### config.mk
export PLATFORM = sky130hd
export DESIGN_NAME = serial_tx8
export DESIGN_NICKNAME = d
export VERILOG_FILES = /design/src/rtl/serial_tx8.sv
export SDC_FILE = /design/constraint.sdc
export NUM_CORES = 1
export LEC_CHECK = 0
export CAP_MARGIN = 30
export CORE_ASPECT_RATIO = 0.75
export CORE_MARGIN = 5
export CORE_UTILIZATION = 45
export CTS_CLUSTER_DIAMETER = 50
export CTS_CLUSTER_SIZE = 28
export DETAILED_ROUTE_END_ITERATION = 7
export PLACE_DENSITY = 0.77
export SLEW_MARGIN = 10
export SYNTH_ARGS = -nofsm -noshare
export SYNTH_HDL_FRONTEND = slang
export SYNTH_SLANG_ARGS = --single-unit
### constraint.sdc
create_clock -name clk -period 2.8 [get_ports clk]
set_clock_uncertainty 0.15 [all_clocks]
set_input_delay 0.56 -clock clk [delete_from_list [all_inputs] [get_ports clk]]
set_output_delay 0.56 -clock clk [all_outputs]
set_load 0.005 [all_outputs]
### src/rtl/serial_tx8.sv
// Purpose : 8N1 serial transmitter: one parallel byte in, start bit, 8 data bits LSB first, stop bit out.
// Latency : tx/busy change on the edge that accepts load; a frame lasts 10*CLKS_PER_BIT cycles, then done pulses.
// Backpr. : load is sampled only in IDLE, so load/d are ignored while busy; back-to-back loads are accepted in the done cycle.
//
// Ports:
//   clk    - single clock, all state changes on its rising edge
//   reset  - synchronous, active-low
//   load   - frame start request, level-sensitive, sampled in IDLE only
//   d      - parallel byte, captured on the edge that accepts load
//   tx     - registered serial line, idles high
//   busy   - high while a frame is in progress
//   done   - one-cycle pulse when a frame completes

module serial_tx8 #(
    parameter int CLKS_PER_BIT = 4
) (
    input  logic       clk,
    input  logic       reset,
    input  logic       load,
    input  logic [7:0] d,
    output logic       tx,
    output logic       busy,
    output logic       done
);

    typedef enum logic [1:0] {
        IDLE  = 2'd0,
        START = 2'd1,
        DATA  = 2'd2,
        STOP  = 2'd3
    } state_t;

    // Last count value of a bit period; the counter wraps to 0 after it.
    localparam logic [7:0] LAST_CNT = 8'(CLKS_PER_BIT - 1);

    state_t     state;
    logic [7:0] bit_cnt;
    logic [2:0] bit_idx;
    logic [7:0] shreg;

    // High on the final cycle of the current bit period.
    logic       bit_end;
    assign bit_end = (bit_cnt == LAST_CNT);

    always_ff @(posedge clk) begin
        if (!reset) begin
            state   <= IDLE;
            tx      <= 1'b1;
            busy    <= 1'b0;
            done    <= 1'b0;
            bit_cnt <= 8'd0;
            bit_idx <= 3'd0;
            shreg   <= 8'd0;
        end else begin
            // done is a single-cycle pulse; only the STOP exit raises it.
            done <= 1'b0;

            case (state)
                IDLE: begin
                    tx      <= 1'b1;
                    busy    <= 1'b0;
                    bit_cnt <= 8'd0;
                    bit_idx <= 3'd0;
                    if (load) begin
                        shreg <= d;
                        state <= START;
                        tx    <= 1'b0;
                        busy  <= 1'b1;
                    end
                end

                START: begin
                    if (bit_end) begin
                        bit_cnt <= 8'd0;
                        bit_idx <= 3'd0;
                        state   <= DATA;
                        tx      <= shreg[0];
                    end else begin
                        bit_cnt <= bit_cnt + 8'd1;
                    end
                end

                DATA: begin
                    if (bit_end) begin
                        bit_cnt <= 8'd0;
                        if (bit_idx == 3'd7) begin
                            state <= STOP;
                            tx    <= 1'b1;
                        end else begin
                            // Shift right so shreg[0] always holds the bit on the line;
                            // the next bit to send is therefore shreg[1].
                            bit_idx <= bit_idx + 3'd1;
                            shreg   <= {1'b0, shreg[7:1]};
                            tx      <= shreg[1];
                        end
                    end else begin
                        bit_cnt <= bit_cnt + 8'd1;
                    end
                end

                STOP: begin
                    if (bit_end) begin
                        bit_cnt <= 8'd0;
                        state   <= IDLE;
                        tx      <= 1'b1;
                        busy    <= 1'b0;
                        done    <= 1'b1;
                    end else begin
                        bit_cnt <= bit_cnt + 8'd1;
                    end
                end

                default: begin
                    state   <= IDLE;
                    tx      <= 1'b1;
                    busy    <= 1'b0;
                    bit_cnt <= 8'd0;
                    bit_idx <= 3'd0;
                end
            endcase
        end
    end

endmodule
### Word level (Yosys, flattened, before mapping)

Cells that the tools add are included.

| storage, ports and cells | value |
|---|---|
| bits in registers | 24 |
| bits of input ports | 11 |
| word-level logic and storage cells | 57 |

| operators by class | value |
|---|---|
| add/subtract/negate cells | 2 |
| equal/unequal tests | 11 |
| multiplexer cells | 26 |
| reductions and logical operators | 11 |

Operators by type and width:

| operator | number |
|---|---|
| $mux W8 | 4 |
| $pmux W8 S2 | 2 |
| $ne A2 B2 Y1 const B | 6 |
| $mux W2 | 5 |
| $mux W3 | 3 |
| $pmux W3 S3 | 1 |
| $add A8 B1 Y8 const B | 1 |
| $eq A8 B2 Y1 const B | 1 |
| $mux W1 | 8 |
| $pmux W2 S4 | 1 |
| $reduce_and A4 Y1 | 2 |
| $reduce_and A5 Y1 | 1 |
| $eq A2 B2 Y1 const B | 2 |
| $pmux W1 S4 | 1 |
| $reduce_and A2 Y1 | 2 |
| $reduce_bool A2 Y1 | 2 |
| $add A3 B1 Y3 const B | 1 |
| $eq A3 B3 Y1 const B | 1 |
| $reduce_and A3 Y1 | 1 |
| $reduce_bool A3 Y1 | 1 |
| $reduce_or A3 Y1 | 1 |
| $eq A2 B1 Y1 const B | 1 |
| $logic_not A2 Y1 | 1 |
| $pmux W1 S2 | 1 |

### Logic depth before layout (Yosys ltp)

Gate-level depths: netlist of run 1.

| logic depth | value |
|---|---|
| depth after elaboration | 4 |
| depth in mapped cells | 7 |

### Worst setup path after synthesis of run 1

No wires, ideal clock.

| path | value |
|---|---|
| kind | reg2reg |
| from | register state[0] |
| to | register shreg[7] |
| data arrival time | 1.496 ns |
| required time | 2.534 ns |
| setup slack | 1.039 ns |
| cell stages (with the launch flop) | 7 |
| buffers on the path | 1 |
| path through | dfxtp_1 inv_1 ha_1 clkbuf_1 nand3_1 mux2_2 and3_1 |

| on the way | value |
|---|---|
| word-level cells in the longest chain between the ends | 3 |
| elaborated cells on any way between the ends | 8 |

Ends and longest elaborated chain:

| element | RTL line | text |
|---|---|---|
| from (decl) | 36 | `state_t state;` |
| from (signal assigned) | 47 | `state <= IDLE;` |
| from (signal assigned) | 66 | `state <= START;` |
| from (signal assigned) | 76 | `state <= DATA;` |
| $eq A2 B2 Y1 or $logic_not A2 Y1 (tied branches) | 58 | `case (state)` |
| $ne A2 B2 Y1 (no line) or $reduce_bool A2 Y1 (tied branches) | -- |  |
| $reduce_and A4 Y1 (no line) | -- |  |
| to (signal assigned) | 93 | `shreg <= {1'b0, shreg[7:1]};` |
| to (decl) | 39 | `logic [7:0] shreg;` |

Several ways; a longest one is shown, not always the timed one.
A chain may end at the register's enable or synchronous reset.

### Worst setup path after layout of run 1

| path | value |
|---|---|
| from | register bit_cnt[0] |
| to | register shreg[5] |

| on the way | value |
|---|---|
| word-level cells in the longest chain between the ends | 3 |

Ends and longest elaborated chain:

| element | RTL line | text |
|---|---|---|
| from (decl) | 37 | `logic [7:0] bit_cnt;` |
| from (signal assigned) | 79 | `bit_cnt <= bit_cnt + 8'd1;` |
| from (signal assigned) | 97 | `bit_cnt <= bit_cnt + 8'd1;` |
| from (signal assigned) | 109 | `bit_cnt <= bit_cnt + 8'd1;` |
| $eq A8 B2 Y1 | 43 | `assign bit_end = (bit_cnt == LAST_CNT);` |
| $ne A2 B2 Y1 (no line) | -- |  |
| $reduce_and A4 Y1 (no line) | -- |  |

Every way passes these cells.

==> results of run 1 <==
cell type report:
cell class,count,share of cell area
multi-input cells,87,0.469
flip-flops and latches,24,0.348
repair buffers,14,0.0995
well taps,36,0.0326
clock inverters,1,0.0217
clock buffers,3,0.0163
inverters,5,0.0136
where the power goes:
part           switching [mW]  internal [mW]
sequential             0.0465          0.408
clock                   0.109          0.145
combinational           0.194          0.168
total                   0.349          0.721
critical path, stage by stage (launching register included):
cell and delay, ns:
dfxtp_1 0.41, ha_1 0.25, nor3b_2 0.37, nand4_2 0.30, o221a_2 0.35, o21a_1 0.10
cell families after synthesis:
logic type	after synthesis	share of synthesized area
buffers and inverters	10	0.0343
muxes	2	0.0182
DFF	24	0.411
and+or+nand+nor	44	0.218
adders and majority gates	7	0.0749
AOI/OAI and AO/OA	28	0.198
xor gates and xnor gates	6	0.0450
how the worst min path moves through the flow:
| stage | from | to | slack, ns | cells past startpoint |
|---|---|---|---|---|
| 4_1_cts | bit_cnt[0] | bit_cnt[0] | 0.35 | 1 |
| 2_1_floorplan | bit_cnt[0] | bit_cnt[0] | 0.29 | 1 |
| 3_3_place_gp | shreg[4] | shreg[4] | 0.30 | 1 |
| 3_5_place_dp | shreg[4] | shreg[4] | 0.31 | 1 |
| 6_report | shreg[3] | shreg[3] | 0.34 | 1 |
| 5_1_grt | shreg[5] | shreg[5] | 0.36 | 1 |
cells in the mapped netlist (all sizes together):
cell     n
a211o    1
a211oi   1
a21oi    3
a221oi   1
a32o     2
a41o     1
and2     1
and3     4
buf      2
clkbuf   3
dfxtp   24
ha       7
inv      5
mux2     1
mux2i    1
nand2    5
nand2b   2
nand3    7
nand3b   1
nand4    5
nor2    12
nor2b    1
nor3     2
nor3b    1
nor4     1
o21a     7
o21ai    5
o221a    7
or3      1
or3b     1
xnor2    1
xor2     5
cell usage in the layout (no fill, tap or decap), drive strengths merged, types with 2 or more instances in the layout:
cell type      Yosys  final
nand2              5      5
nand3              7      7
xor2               5      5
o221a              7      7
nor3               2      2
inv                5      5
dfxtp             24     24
a21oi              3      3
a32o               2      2
o21a               7      7
ha                 7      7
clkbuf             3      3
and3               4      4
nor2              12     12
o21ai              5      5
clkdlybuf4s50      0     13
nand2b             2      2
nand4              5      5
state kept, by name, summed over array words and instances (netlist names):
register / count
busy: 1
state: 2
done: 1
bit_idx: 3
tx: 1
bit_cnt: 8
shreg: 8
per-stage QoR:
stage / instances / power, mW
after floorplan: 121 / 0.721
after global placement: 166 / 0.807
after detailed placement: 166 / 0.822
after CTS: 170 / 1.08
after global routing: 170 / 1.14
final: 170 / 1.07
layer usage:
layer	track usage	part of all wire	vias up
met5	0	0	-
met4	0.0291	0.0056	0
met3	0.0459	0.034	2
met2	0.261	0.47	12
met1	0.188	0.49	457
li1	-	-	468
==> results.md, run 1 <==
* Status: finished, final reports clean
* Max Slew Vio Count at 0
* DRT antenna net count at 0
* CP Class: reg2reg
* Final wirelength at roughly 2.3 mm
* Worst r2r src: bit_cnt[0]
* Global Route Usage Sum at 0.152
* Final Util at 0.544
* CTS tree: yes
* Setup crit end kind: flop
* RSZ-0062 raised after global routing: no
* Crit path DAT at 2.10 ns
* Critical Path Sink: shreg[5]
* DRT iter0 DRCs at 29
* Worst hold path class: reg2reg
* Startpoint types: flop
* Pre-CTS setup slack at 0.601 ns
* Die width at 68.8 µm
* Vias in the first global route at 944
* Hold Slack at 0.340 ns
* Die height at 54.1 µm
* Worst setup margin at between 0.7 and 0.8 ns
* Clk buf depth at 2
* Die ar. at around 3700 µm²
* First-pass iteration count of the detailed router at 4
* Top-area cell type share of the netlist area at 0.411
* R2r setup slk at 0.78 ns
* Final setup fails at 0
* Proportion of layout cells with a drive suffix above 1 at 0.149
* DRC violations left at 0
* Area of placed instances at between 1000 and 1500 µm²
* GRT Residual Overflow at 0
* Largest net degree at the start of global routing at 20
* Fillers at 257
* Initial antenna violation count at 0
* Max_cap viols at 0
* Clock-pin slew of the registers on the worst-case setup and hold paths at 0.14 ns
* Post-layout min period at 2.02 ns
* Per-cell routed wire length at 13.7 µm
* Root buffer cell: clkbuf_4
* Synth top area cells: dfxtp_1 (41%), ha_1 (7.5%), o221a_2 (6.7%), o21a_1 (4.5%), nor2_1 (3.9%)
* Post-CTS Setup Inserts at 0
* Core area at between 2000 and 3000 µm²
* Antenna Cells at 0
* Area of the multi-input gates at 648 µm²
* Port Buffer Count at 13
* Layout Nets at ~150
* Synthesized instance count at 121
* Mean area per synthesized cell at 9.66 µm²
* Critical Path RT at 2.88 ns
* Rel. slew slack at 0.757
* Global-route wire length before repair at 4.22 mm
* Setup tns final at 0 ns
* Crit path launch: bit_cnt[0]
* Leakage at 0.556 nW
* Number of CTS-inserted buffers at 3
* Worst-path fanout max at 9
* Routability cong. at approximately 0.81
* Vias/cell at 5.52
* Synthesis-stage register bit count at 24
* Reg2reg end: shreg[5]
* Sequential Area at 480 µm²
* Post-synth net total at 139
* PostCTS Resize Cnt at 0
* H-Tree Depth at 1
* Max Freq at 496 MHz
* Worst slew pin tran at 0.361 ns
* # rows at 16
* Hold-fix buffer count after cts at 0
* PwrDens at 774 nW/µm²
* Design area at 1380 µm²
* Final Hold Viols at 0
* Starting Density at 0.460
* Tcrit/Tclk final at 0.720
* Synth warnings at 0
* Cell Area, Synth at 1170 µm²
* Clk_lat worst skew at 0.32 ns
* Detailed-placement wirelength estimate at approximately 1.7 mm
* Area grow syn2layout at 18.3%
* Sink Count at 24
* Vias at 939
* Seq/Total Area, Yosys at 0.411
* Worst-case reg-to-reg path depth at 5
* Area leader, netlist: dfxtp_1
* Ports at 14
* Yosys cell types at 35
* Peak supply drop at 0.000444 V
Power figures use the tool's default switching activity.
==> inputs of run 2 (changes only) <==
==> constraint.sdc (replaced) <==
create_clock -name clk -period 2 [get_ports clk]
set_clock_uncertainty 0.15 [all_clocks]
set_input_delay 0.4 -clock clk [delete_from_list [all_inputs] [get_ports clk]]
set_output_delay 0.4 -clock clk [all_outputs]
set_load 0.005 [all_outputs]
==> run 2 against run 1 <==
  * Worst hold slack improved by 0.0053 ns
  * Register-to-register slack got worse by 0.68 ns
  * Highest routed layer unchanged
  * Routed wire length fell by 0.47%
  * Power rose by 45%
  * Utilization rose by 2.3 points
  * Global-route usage fell by 0.47 points
  * Largest cell class unchanged
  * Via count rose by 1.5%
==> results.md, run 2 (synthesized netlist as in run 1, its figures left out) <==
* DRC violations left at 0
* DRT antenna net count at 0
* Root buffer cell: clkbuf_4
* Commonest non-fill, non-tap cell in the layout: dfxtp_1
* Hold-fix buffer count after cts at 0
* Die height at 54.1 µm
* Antenna Cells at 0
* P_int at 1.05 mW
* Hold Slack at 0.345 ns
* Worst-path fanout max at 9
* Sink Count at 24
* Vias in the first global route at 947
* Clk_lat worst skew at 0.32 ns
* Max_cap viols at 0
* Peak supply drop at 0.000535 V
* Switching Share at 0.323
* Critical Path RT at 2.07 ns
* Vias/cell at 5.38
* Vias at 953
* Die ar. at 3730 µm²
* Max stage delay on crit path at 0.37 ns
* Initial antenna violation count at 0
* Layout Nets at 160
* Final setup fails at 0
* Starting Density at 0.460
* Clock Power Share at 0.227
* Worst setup margin at 0.100 ns
* Comb pwr share at 0.367
* Per-cell routed wire length at 13.1 µm
* H-Tree Depth at 1
* Max Slew Vio Count at 0
* Proportion of layout cells with a drive suffix above 1 at 0.191
* Core area at 2540 µm²
* Largest net degree at the start of global routing at 20
* Pre-CTS setup slack at -0.0301 ns
* Final Util at 0.567
* Final Hold Viols at 0
* Area grow syn2layout at 23.3%
* Global-route wire length before repair at 4.07 mm
* Slowest cell on the critical path: dfxtp_1
* CP most frequent cell: ha_1
* Final wirelength at ~2.3 mm
* Routability cong. at 0.790
* Leakage at 0.589 nW
* Largest registers: bit_cnt (8), shreg (8), bit_idx (3)
* Sequential power share at 0.406
* Port Buffer Count at 13
* Post-CTS Setup Inserts at 0
* Switching pwr at 0.502 mW
* Crit path DAT at 1.97 ns
* Rel. slew slack at 0.766
* Ports at 14
* Worst slew pin tran at about 0.35 ns
* Post-layout min period at 1.90 ns
* Tcrit/Tclk final at 0.950
* CTS tree: yes
* GRT Residual Overflow at 0
* Detailed-placement wirelength estimate at 1.76 mm
* Worst hold path class: reg2reg
* Setup crit end kind: flop
* Commonest non-fill, non-tap cells in the layout: dfxtp_1 (24), clkdlybuf4s50_1 (13), nor2_1 (12), buf_4 (8)
* Critical path, cell by cell: ha_1, ha_1, nor2b_1, nand4_2, o221a_2, o21a_1
* # rows at 16
* PwrDens at 1080 nW/µm²
* First-pass iteration count of the detailed router at 4
* RSZ-0062 raised after global routing: no
* Number of CTS-inserted buffers at 3
* Startpoint types: flop
* Die width at 68.8 µm
* Clock-pin slew of the registers on the worst-case setup and hold paths at ~0.14 ns
* DRT iter0 DRCs at 52
* Status: finished, final reports clean
* Global Route Usage Sum at 0.147
* Max Freq at roughly 530 MHz
* CP Class: reg2reg
* Clk buf depth at 2
==> run 2: cell types whose count changed in the layout (fill, tap and decap cells not counted) <==
cell,change
nor3b_2,-1
buf_4,+7
nor3b_4,+1
==> run 2: stage by stage <==
| stage | instances | TNS (ns) | instance area [µm²] | total power [mW] |
|---|---|---|---|---|
| after floorplan | 121 | 0 | 1170 | 1.01 |
| after global placement | 173 | 0 | 1380 | 1.18 |
| after detailed placement | 173 | -0.172 | 1380 | 1.20 |
| after CTS | 177 | 0 | 1440 | 1.56 |
| after global routing | 177 | 0 | 1440 | 1.66 |
| final | 177 | 0 | 1440 | 1.55 |
==> run 2: timing repair <==
action	in CTS	in global routing
endpoints found under the hold margin	0	0
resized for setup	0	1
endpoints found under the setup margin	0	2
==> run 2: worst paths after layout <==
kind | from | to | slack, ns | depth (start not counted)
hold / removal | shreg[4] | shreg[4] | 0.35 | 1
setup / recovery | bit_idx[0] | shreg[0] | 0.10 | 6
setup reg to reg | bit_idx[0] | shreg[0] | 0.10 | 6
hold reg to reg | shreg[4] | shreg[4] | 0.35 | 1
==> run 2: final cells by class <==
type | instances | area [µm²]
repair buffers | 21 | 190
clock buffers | 3 | 22.5
multi-input cells | 87 | 654
flip-flops and latches | 24 | 480
fillers | 245 | 1100
clock inverters | 1 | 30.0
inverters | 5 | 18.8
well taps | 36 | 45.0
==> run 2: worst max-delay path, delay by kind of cell, from the launching register on <==
family	cells	cell delay [ns]
adders and majority gates	2	0.44
AOI/OAI and AO/OA	2	0.45
DFF	1	0.37
and+or+nand+nor	2	0.41
==> run 2: power by group through the flow <==
stage / combinational [mW] / sequential [mW] / clock, mW
after floorplan: 0.379 / 0.630 / 0
after global placement: 0.542 / 0.637 / 0
after detailed placement: 0.564 / 0.641 / 0
after CTS: 0.569 / 0.630 / 0.362
after global routing: 0.634 / 0.643 / 0.386
final: 0.569 / 0.631 / 0.352
==> run 2: layer usage <==
layer / GRT usage / vias to the layer above / part of all wire
met4: 0.0291 / 0 / 0.0056
met3: 0.0543 / 2 / 0.047
li1: - / 485 / -
met2: 0.248 / 16 / 0.46
met5: 0 / - / 0
met1: 0.180 / 450 / 0.49
==> inputs of run 3 (changes only) <==
--- a/config.mk
+++ b/config.mk
@@ -8,11 +8,11 @@
 export CAP_MARGIN = 30
 export CORE_ASPECT_RATIO = 0.75
 export CORE_MARGIN = 5
-export CORE_UTILIZATION = 45
+export CORE_UTILIZATION = 44
 export CTS_CLUSTER_DIAMETER = 50
 export CTS_CLUSTER_SIZE = 28
 export DETAILED_ROUTE_END_ITERATION = 7
-export PLACE_DENSITY = 0.77
+export PLACE_DENSITY = 0.75
 export SLEW_MARGIN = 10
 export SYNTH_ARGS = -nofsm -noshare
 export SYNTH_HDL_FRONTEND = slang
==> constraint.sdc (replaced) <==
create_clock -name clk -period 2.2 [get_ports clk]
set_clock_uncertainty 0.15 [all_clocks]
set_input_delay 0.44 -clock clk [delete_from_list [all_inputs] [get_ports clk]]
set_output_delay 0.44 -clock clk [all_outputs]
set_load 0.005 [all_outputs]
==> run 3 against run 2 <==
  * Sequential power shrank 8.4%
  * Largest power group unchanged
  * Routed wire length hardly changed
  * Cell area shrank 5.2%
  * Maximum frequency is 7.5% lower
  * Final cell count down 4.0%
  * Worst hold slack got worse by 0.0090 ns
  * Combinational power decreased by 18%
  * Sequential share of layout area rose by 1.8 points
  * Power decreased by 18%
==> results.md, run 3 (synthesized netlist as in run 1, its figures left out) <==
* CP Class: reg2reg
* DRC violations left at 0
* Max stage delay on crit path at 0.44 ns
* H-Tree Depth at 1
* Area of placed instances at 1330 µm²
* CTS tree: yes
* Clock-pin slew of the registers on the worst-case setup and hold paths at 0.12 ns
* Area grow syn2layout at 16.9%
* PostCTS Resize Cnt at 0
* Post-layout min period at roughly 2.1 ns
* Fillers at 258
* Vias/cell at 5.58
* Antenna Cells at 0
* Max Slew Vio Count at 0
* Post-CTS Setup Inserts at 0
* Peak supply drop at 0.000421 V
* Rel. slew slack at 0.757
* Tcrit/Tclk final at 0.934
* Vias at around 950
* Max Freq at roughly 490 MHz
* First-pass iteration count of the detailed router at 5
* Core area at 2580 µm²
* Commonest non-fill, non-tap cells in the layout: dfxtp_1 (24), clkdlybuf4s50_1 (13), nor2_1 (12)
* Clk buf depth at 2
* Worst hold path class: reg2reg
* Final wirelength at roughly 2.3 mm
* DRT iter0 DRCs at 47
* Die width at a little under 70 µm
* Proportion of layout cells with a drive suffix above 1 at 0.149
* GRT Residual Overflow at 0
* # rows at 16
* Per-cell routed wire length at 13.7 µm
* Detailed-placement wirelength estimate at 1.74 mm
* Die height at ~55 µm
* Crit path DAT at 2.13 ns
* Die ar. at 3800 µm²
* Global Route Usage Sum at 0.138
* Layout Nets at 153
* Startpoint types: flop
* Port Buffer Count at 13
* Sink Count at 24
* Final setup fails at 0
* Root buffer cell: clkbuf_4
* Setup tns final at 0 ns
* Commonest non-fill, non-tap cell in the layout: dfxtp_1
* Design area at 1370 µm²
* Largest registers: bit_cnt (8), shreg (8), bit_idx (3)
* Status: finished, final reports clean
* RSZ-0062 raised after global routing: no
* DRT antenna net count at 0
* Hold-fix buffer count after cts at 0
* Max_cap viols at 0
* Leakage at 0.549 nW
* Starting Density at 0.453
* PwrDens at just over 900 nW/µm²
* Setup crit end kind: flop
* Initial antenna violation count at 0
* Global-route wire length before repair at slightly above 4 mm
* Number of CTS-inserted buffers at 3
* Critical path, cell by cell: ha_1, nor3b_2, nand4_2, o221a_2, o21a_1
* Worst slew pin tran at 0.364 ns
* Ports at 14
* Vias in the first global route at 952
* Routability cong. at 0.824
* Largest net degree at the start of global routing at 20
* Worst-path fanout max at 9
* Slowest cell on the critical path: dfxtp_1
* Final Hold Viols at 0
* Clk_lat worst skew at 0.32 ns
* Critical Path RT at 2.28 ns
[run 3: routing by layer]
metal / vias up / part of all wire / GRT usage
li1: 468 / - / -
met1: 456 / 0.47 / 0.163
met2: 21 / 0.46 / 0.242
met3: 4 / 0.057 / 0.0495
met4: 0 / 0.0090 / 0.0422
met5: - / 0 / 0
[run 3: worst max-delay path: cells and delay by family (launching register included)]
family,cells,cell delay (ns)
and+or+nand+nor,2,0.66
AOI/OAI and AO/OA,2,0.45
DFF,1,0.44
adders and majority gates,1,0.27
[run 3: final timing paths]
path	start	end	slack [ns]	cells after the start
setup / recovery	bit_cnt[0]	shreg[6]	0.15	5
hold / removal	shreg[3]	shreg[3]	0.34	1
setup reg to reg	bit_cnt[0]	shreg[6]	0.15	5
hold reg to reg	shreg[3]	shreg[3]	0.34	1
[run 3: through the flow]
step	setup WS [ns]	util	total power [mW]	hold WS, ns	cells
2_1_floorplan	0.439	-	0.918	0.287	121
3_3_place_gp	0.156	0.515	1.03	0.299	166
3_5_place_dp	0.132	0.515	1.05	0.309	166
4_1_cts	0.174	0.529	1.28	0.339	170
5_1_grt	0.0342	0.529	1.36	0.352	170
6_report	0.145	0.529	1.27	0.336	170
[run 3: layout make-up]
type / count / area [µm²] / area share
Multi-Input combinational cell: 87 / 648 / 0.474
Sequential cell: 24 / 480 / 0.352
Timing Repair Buffer: 14 / 138 / 0.101
Tap cell: 36 / 45.0 / 0.0330
Clock buffer: 4 / 36.3 / 0.0266
Inverter: 5 / 18.8 / 0.0137
[run 3: power breakdown]
part / switching [mW] / total, mW / internal [mW]
clock network: 0.130 / 0.232 / 0.101
registers: 0.0592 / 0.578 / 0.519
logic: 0.251 / 0.465 / 0.214
total: 0.440 / 1.27 / 0.834
